===== config.mk =====
export PLATFORM = sky130hd
export DESIGN_NAME = decode_ctrl
export DESIGN_NICKNAME = d
export VERILOG_FILES = /design/src/rtl/decode_ctrl.sv
export SDC_FILE = /design/constraint.sdc
export NUM_CORES = 1
export LEC_CHECK = 0
export CORE_MARGIN = 10
export CORE_UTILIZATION = 48
export CTS_BUF_LIST = sky130_fd_sc_hd__clkbuf_16
export CTS_CLUSTER_SIZE = 20
export DETAILED_ROUTE_END_ITERATION = 12
export PLACE_DENSITY = 0.88
export SYNTH_ARGS = -nofsm -noshare
export SYNTH_HDL_FRONTEND = slang
export SYNTH_SLANG_ARGS = --single-unit

===== constraint.sdc =====
create_clock -name i_clk -period 2.1 [get_ports i_clk]
set_clock_uncertainty 0.15 [all_clocks]
set_input_delay 0.525 -clock i_clk [delete_from_list [all_inputs] [get_ports i_clk]]
set_output_delay 0.525 -clock i_clk [all_outputs]
set_load 0.05 [all_outputs]

===== src/rtl/decode_ctrl.sv =====
// decode_ctrl: multi-cycle instruction decoder. One instruction is accepted in IDLE and
// walked through DECODE, REGREAD, EXECUTE and WRITEBACK, one state per enabled cycle.
module decode_ctrl #(
    parameter int unsigned WB_EN = 1
) (
    input  logic        i_clk,
    input  logic        i_rst,
    input  logic        i_en,
    input  logic        i_instr_valid,
    input  logic [15:0] i_instr,
    output logic        o_instr_ready,
    output logic [2:0]  o_selA,
    output logic [2:0]  o_selB,
    output logic [2:0]  o_selD,
    output logic        o_rf_en,
    output logic        o_rf_we,
    output logic [3:0]  o_aluop,
    output logic [15:0] o_imm,
    output logic        o_use_imm,
    output logic [2:0]  o_state,
    output logic        o_illegal
);

    typedef enum logic [2:0] {
        IDLE      = 3'd0,
        DECODE    = 3'd1,
        REGREAD   = 3'd2,
        EXECUTE   = 3'd3,
        WRITEBACK = 3'd4
    } state_t;

    state_t      state;
    state_t      stateNext;
    logic [15:0] instrReg;
    logic        accept;

    logic [3:0]  opcode;
    logic [2:0]  fieldD;
    logic        fieldFlag;
    logic [2:0]  fieldA;
    logic [2:0]  fieldB;
    logic [7:0]  fieldImm8;
    logic        writeOp;
    logic [15:0] immNext;
    logic        useImmNext;

    assign opcode    = instrReg[15:12];
    assign fieldD    = instrReg[11:9];
    assign fieldFlag = instrReg[8];
    assign fieldA    = instrReg[7:5];
    assign fieldB    = instrReg[4:2];
    assign fieldImm8 = instrReg[7:0];

    assign o_state = state;

    always_comb begin
        writeOp = 1'b0;
        case (opcode)
            4'h0, 4'h1, 4'h2, 4'h3, 4'h4, 4'h5, 4'h6,
            4'h8, 4'h9, 4'hA, 4'hB: writeOp = 1'b1;
            default:                writeOp = 1'b0;
        endcase
    end

    always_comb begin
        immNext    = 16'h0000;
        useImmNext = 1'b0;
        case (opcode)
            4'h8: begin
                useImmNext = 1'b1;
                immNext    = fieldFlag ? {fieldImm8, 8'h00} : {8'h00, fieldImm8};
            end
            4'hA, 4'hB: begin
                useImmNext = 1'b1;
                immNext    = {12'h000, instrReg[3:0]};
            end
            default: begin
                useImmNext = 1'b0;
                immNext    = 16'h0000;
            end
        endcase
    end

    // Handshake: a word transfers on a rising edge where i_instr_valid and o_instr_ready
    // are both 1. Ready is offered only in IDLE with i_en=1, so valid anywhere else is ignored.
    assign accept = (state == IDLE) && i_en && i_instr_valid;

    always_comb begin
        stateNext     = state;
        o_instr_ready = 1'b0;
        o_rf_en       = 1'b0;
        o_rf_we       = 1'b0;
        o_illegal     = 1'b0;
        case (state)
            IDLE: begin
                o_instr_ready = i_en;
                if (accept) stateNext = DECODE;
            end
            DECODE: begin
                if (i_en) stateNext = REGREAD;
            end
            REGREAD: begin
                o_rf_en   = 1'b1;
                // Gated by i_en so a stalled REGREAD still yields a single pulse.
                o_illegal = i_en && (opcode == 4'hF);
                if (i_en) stateNext = EXECUTE;
            end
            EXECUTE: begin
                o_rf_en = 1'b1;
                if (i_en) stateNext = WRITEBACK;
            end
            WRITEBACK: begin
                o_rf_en = 1'b1;
                // Only the enabled WRITEBACK cycle writes; it is also the cycle that leaves.
                o_rf_we = (WB_EN != 0) && i_en && writeOp;
                if (i_en) stateNext = IDLE;
            end
            default: begin
                stateNext = IDLE;
            end
        endcase
    end

    always_ff @(posedge i_clk) begin
        if (i_rst) begin
            state <= IDLE;
        end else begin
            state <= stateNext;
        end
    end

    always_ff @(posedge i_clk) begin
        if (i_rst) begin
            instrReg <= 16'h0000;
        end else if (accept) begin
            instrReg <= i_instr;
        end
    end

    always_ff @(posedge i_clk) begin
        if (i_rst) begin
            o_selA    <= 3'd0;
            o_selB    <= 3'd0;
            o_selD    <= 3'd0;
            o_aluop   <= 4'h0;
            o_imm     <= 16'h0000;
            o_use_imm <= 1'b0;
        end else if ((state == DECODE) && i_en) begin
            o_selA    <= fieldA;
            o_selB    <= fieldB;
            o_selD    <= fieldD;
            o_aluop   <= opcode;
            o_imm     <= immNext;
            o_use_imm <= useImmNext;
        end
    end

endmodule


Word-level counts from Yosys, hierarchy flattened
Memory sizes are Yosys's and may differ from the RTL's. A register that Yosys moved wholly into a read port is not among the register bits. Index checks and enable logic that the tools add are counted.

Bits in registers: 49. Bits in read-only memories: 16. Input port bits: 20. Memories: 1.

Memory list: (name not given) (depth 16, bits a word 1, read ports 1, clocked after memory_dff 1, write ports 0, line 58) `case (opcode)`.

Equality and inequality tests: 13. Mux-type cells: 15. Reductions and logical operators: 10.

Operator list (number): case mux 16 bit (2 select lines) (1); equality test 4 bit, second input constant (4); two-way mux 16 bit (1); two-way mux 3 bit (5); case mux 3 bit (5 select lines) (1); inequality test 2 bit, second input constant (5); two-way mux 4 bit (2); equality test 3 x 2 -> 1 bit, second input constant (2); OR reduction 3 bit (2); logical AND 1 bit (5); two-way mux 1 bit (5); AND reduction 5 bit (1); equality test 3 x 1 -> 1 bit, second input constant (1); equality test 3 bit, second input constant (1); zero test 3 bit (1); OR reduction 2 bit (1).

Logic depth before layout (Yosys ltp)
Gate-level depths: netlist (run 1).

Depth after elaboration: 5. Gate-level depth with buffers: 6. Mapped depth without buffers: 3.

Least setup slack after synthesis (run 1)
No wires, ideal clock.

Kind: register to output. Start point: register state[1], in the netlist o_state[1]. End point: output o_illegal. Data arrival time: 2470 ps. Data required time: 1425 ps. Path slack: -1045 ps. Cell stages (with the launch flop): 4. Cell sequence: dfxtp_1 -> buf_2 -> nand4_1 -> nor4_1.

Word-level cells in the longest chain between the ends: 2.

RTL lines: start: declaration (line 32) `state_t state;`; start signal: assignment (line 128) `state <= stateNext;`; equality test 3 x 2 -> 1 bit (line 94) `case (state)`; two-way mux 1 bit (line 94); end: declaration (line 21) `output logic o_illegal`.

No other way between the ends.

Worst setup path in the final report (run 1)
Same ends and word-level chain as after synthesis.

==> results.md, run 1 <==
* Post-route insts no fill at 349
* Remaining DRCs at 0
* Multiplexer share of the synthesized area at 1.47%
* Layout cells sized above 1 at 31.0%
* Ys flop type: dfxtp_1
* Dpl ws at -0.370 ns
* RePlAce Congestion at 0.803
* Relative slew slack at 64.6%
* Clock sinks at 50
* Global-route wire length before repair at 9250 microns
* ANT nets after route at 0
* Final WS setup at 0.0385 ns
* Die Ht at 86.6 microns
* CTS tree: built
* Req. time, crit path at 1.42 ns
* Drt pass-1 iters at 4
* Initial antenna violation count at 0
* Std cell rows at 24
* Syn Inst Count at 235
* HPWL after detailed placement at 4030 microns
* Critical Path AT at 1.39 ns
* Clock period minus worst slack at 2.06 ns
* Path type of the worst setup path: register to output pin
* Worst Tran Pin Value at 0.524 ns
* Status: complete, no violations
* Initial Util at 49.3%
* Clock root buffer: clkbuf_16
* Drt wl/cell at 15.8 microns
* Cell variety after synth at 34
* Full die area at 7510 sq um
* Hold Crit Class: register to register
* #FFs+latches synth at 50
* Asr flop ratio synth at 0%
* Vias in the first global route at 1933
* Fmax achieved at 485 MHz
* Syn_area_per_cell at 9.07 sq um
* Crit start category: register
* Most common cell in the netlist: dfxtp_1
* Simple-Gate Fraction of Synth Area at 30.9%
* P per Cell Area at 689 nW/um^2
* CTS Buf Count at 5
* Count of final setup violators at 0
* Layout overhead on the synthesized area at 39.5%
* Largest net degree at the start of global routing at 40
* Post-synthesis sequential area ratio at 46.9%
* Area leader, netlist: dfxtp_1
* Main combinational cell family by area after synthesis: simple AND/OR/NAND/NOR gates
* EDFF count, synth at 0
* Crit. End Element: output pin
* Yosys warnings at 0
* Synth Area in Compound Gates at 14.2%
* Starting DRT DRC Count at 137
* Cell Area, Synth at 2130 sq um
* Final Hold Fails at 0
* P_leak at 1.11 nW
* Max Slew Vio Count at 0
* Routed WL at 5500 microns
* Synth area leaders: dfxtp_1 (47%), nand4b_1 (6.6%), nand2b_1 (6.2%), nand2_1 (5.5%), nand3b_1 (5.3%)
* # diodes at 0
* Post-Place Cells at 339
* PortBufs at 56
* Finished Cell Area at 2970 sq um
* Post-synth top cells: dfxtp_1 (50), nand2_1 (31), o21ai_0 (22)
* Tot Pwr at 2.05 mW
* I/O pins at 57
* GR Overflow Total at 0
* Nets at 317
* Latest clock arrival within the worst-skew pair at 0.28 ns
* Synth Area in XOR/XNOR at 0.411%
* Setup total negative slack at 0 ns
* R2R Setup Slk at 0.34 ns
* Horiz. Die Dim at 86.6 microns
* Placed cell areas at 2800 sq um
* DR vias at 1910
* Core area at 4320 sq um
* Max cap viols at 0
* WHS at 0.301 ns
* Max FO, Critical Path at 8
* Mapped Nets at 255
* Fin crit share at 98.2%
* Clk buf depth at 2
* Final core occ at 68.8%
* Clock-pin slew on the worst setup and hold paths at 0.06 ns
* Vias per inst at 5.47
* Gr usage total at 14.9%
* Area share of the leading cell type in the synthesized netlist at 46.9%
* Post-synthesis adder-cell area fraction at 0%
* Max VDD drop at 0.000342 V
* Htree depth at 2
==> final cells by class <==
type	count	area [sq um]
inverters	2	7.51
multi-input cells	161	1050
clock buffers	6	150
repair buffers	77	683
well taps	52	65.1
clock inverters	1	3.75
flip-flops and latches	50	1010
fillers	351	1350
==> report_power, final <==
part | internal (mW) | leakage, nW | switching (mW)
logic | 0.118 | 0.624 | 0.121
clock network | 0.503 | 0.0755 | 0.321
registers | 0.968 | 0.408 | 0.0194
total | 1.59 | 1.11 | 0.462
==> final timing paths <==
kind	from	cells past startpoint	to
worst max-delay path	o_state[1]	3	o_illegal
worst min-delay path	instrReg[3]	2	o_selB[1]
worst max register to register	o_state[1]	5	instrReg[5]
worst min register to register	instrReg[3]	2	o_selB[1]
==> worst max-delay path, stage by stage (launching register included) <==
cell and delay (ns):
dfxtp_4 0.39, nand4_1 0.16, nor4_4 0.37, buf_12 0.18
==> per-layer routing <==
metal,part of all wire (%),up-vias,wire [microns],global-route usage (%)
met4,1.2,0,64,3.98
li1,-,941,-,-
met3,6.6,8,361,5.35
met5,0,-,0,0
met2,50,55,2770,25.5
met1,42,906,2310,17.1
==> logic make-up (layout without fill, tap and decap cells) <==
family                 after synthesis  count (layout)
AO/OA/AOI/OAI                       52              52
XOR/XNOR                             1               1
buffers and inverters               24              86
flip-flops                          50              50
multiplexers                         3               3
AND/OR/NAND/NOR                    105             105
==> timing repair <==
item | CTS | global route
hold buffers | 0 | 0
pin swaps | 2 | 3
endpoints found under the setup margin | 3 | 2
gates resized for setup | 3 | 4
setup buffers | 0 | 3
==> cell usage in the layout (no fill, tap or decap), types with 6 or more instances in the layout <==
cell | netlist | final
buf_4 | 2 | 53
dfxtp_1 | 50 | 45
nand2_1 | 31 | 31
o21ai_0 | 22 | 22
nand2b_1 | 21 | 20
a21oi_1 | 18 | 18
clkdlybuf4s50_1 | 0 | 18
nand4b_1 | 16 | 16
nand3b_1 | 15 | 15
o21ai_2 | 9 | 9
clkbuf_16 | 0 | 6
==> state kept, by name, indices dropped and copies added (netlist names) <==
register   flops
o_imm         16
writeOp        1
o_aluop        4
o_selD         3
o_use_imm      1
o_selA         3
o_state        3
instrReg      16
o_selB         3
(Power assumes the default switching activity.)
==> run 2: changes to the inputs <==
- CORE_ASPECT_RATIO: default -> 0.5
==> results.md, run 2 (same netlist as run 1, synthesis figures left out) <==
* Horiz. Die Dim at 114 microns
* Remaining DRCs at 0
* Crit. End Element: output pin
* Initial antenna violation count at 0
* DR vias at 1915
* Die Ht at 67.1 microns
* Sw frac at 21.9%
* Max FO, Critical Path at 11
* CTS Buf Count at 5
* Htree depth at 2
* ANT nets after route at 0
* Clock Power Share at 44.1%
* Relative slew slack at 65.6%
* Seq pwr share at 45.0%
* Reg2reg path depth at 5
* Path type of the worst setup path: register to output pin
* Drt pass-1 iters at 4
* Starting DRT DRC Count at 75
* Hold Crit Class: register to register
* PortBufs at 56
* Gate power share at 10.9%
* I/O pins at 57
* Most frequent cells in the layout: buf_4 (54), dfxtp_1 (45), nand2_1 (31)
* Std cell rows at 17
* Vias in the first global route at 1918
* Clk buf depth at 2
* Worst Tran Pin Value at 0.510 ns
* WHS at 0.307 ns
* Gr usage total at 14.7%
* Nets at 318
* Crit Reg-Reg Endpoint: o_imm[12]
* Tot Pwr at 2.20 mW
* Req. time, crit path at 1.42 ns
* Number of fill cells at 321
* RePlAce Congestion at 0.829
* Setup total negative slack at 0 ns
* HP Start: o_selD[2]
* Worst r2r src: instrReg[15]
* Max cap viols at 0
* Hold Path Stages at 2
* CTS tree: built
* Layout overhead on the synthesized area at 41.4%
* HPWL after detailed placement at 4100 microns
* Drt wl/cell at 15.8 microns
* Largest net degree at the start of global routing at 42
* Sw power at 0.483 mW
* Max Slew Vio Count at 0
* End of the worst hold path: o_selD[2]
* # diodes at 0
* Final core occ at 69.5%
* Count of final setup violators at 0
* Vias per inst at 5.38
* Final Hold Fails at 0
* Latest clock arrival within the worst-skew pair at 0.29 ns
* Clock period minus worst slack at 2.05 ns
* Regs by FF count: instrReg: 16 flops, o_imm: 16 flops, o_aluop: 4 flops
* Crit start category: register
* GR Overflow Total at 0
* Max VDD drop at 0.000340 V
* Routed WL at 5640 microns
* Clock root buffer: clkbuf_16
* Status: complete, no violations
* Clock sinks at 50
* Clock-pin slew on the worst setup and hold paths at 0.06 ns
* R2R Setup Slk at 0.45 ns
* RSZ-0062 raised after global routing: yes
* Global-route wire length before repair at 9270 microns
* Core area at 4340 sq um
* Fmax achieved at 488 MHz
* Most common cell after layout, fill and taps aside: buf_4
* Layout cells sized above 1 at 31.1%
* Fin crit share at 97.6%
* P_leak at 1.12 nW
* Initial Util at 49.1%
* P per Cell Area at 730 nW/um^2
* Full die area at 7670 sq um
* Internal power at 1.72 mW
* Critical Path AT at 1.38 ns
[run 2: cell types whose count changed in the layout (fill, tap and decap cells not counted), sizes merged]
cell	change
bufinv	+1
buf	+1
[run 2: worst max-delay path by stage]
stage,startpoint,cells after the start,slack (ns),endpoint
3_5_place_dp,i_en,4,-0.39,o_illegal
4_1_cts,instrReg[13],3,0.02,o_illegal
2_1_floorplan,o_state[1],3,-0.06,o_illegal
3_3_place_gp,i_en,4,-0.39,o_illegal
5_1_grt,o_state[1],3,-0.003,o_illegal
6_report,o_state[1],3,0.05,o_illegal
[run 2: through the flow]
stage          cell area, sq um  std cells  setup slack (ns)
2_1_floorplan              2190        235           -0.0563
3_3_place_gp               2830        347            -0.387
4_1_cts                    3010        355            0.0168
6_report                   3020        356            0.0495
3_5_place_dp               2830        347            -0.394
5_1_grt                    3020        356          -0.00268
[run 2: power groups by stage]
stage               sequential, mW  combinational (mW)  clock, mW
floorplan                     1.02               0.129          0
global placement              1.01               0.231          0
detailed placement            1.01               0.236          0
CTS                          0.989               0.239      0.980
global route                 0.993               0.258       1.02
finish                       0.990               0.240      0.970
[run 2: worst max-delay path, stage by stage, from the launching register on]
cell     delay [ns]
dfxtp_4        0.45
nand4_1        0.16
nor4_4         0.29
buf_12         0.18
[run 2: timing repair]
action / CTS / global route
resized for setup: 3 / 3
hold buffers: 0 / 0
setup endpoints to repair: 3 / 2
pin swaps: 2 / 0
setup buffers: 0 / 1
[run 2: cell type report]
type / instances / area [sq um] / area share (%)
Inverter: 2 / 7.51 / 0.249
Timing Repair Buffer: 78 / 691 / 22.9
Multi-Input combinational cell: 161 / 1050 / 34.8
Clock inverter: 2 / 33.8 / 1.12
Tap cell: 57 / 71.3 / 2.37
Sequential cell: 50 / 1010 / 33.6
Clock buffer: 6 / 150 / 4.98
[run 2: metal layers]
layer / vias up / part of all wire (%) / global-route usage [%] / routed length [microns]
li1: 939 / - / - / -
met1: 910 / 41 / 16.8 / 2320
met2: 58 / 51 / 26.3 / 2890
met3: 8 / 6.6 / 4.39 / 374
met4: 0 / 0.94 / 4.97 / 53
met5: - / 0 / 0 / 0
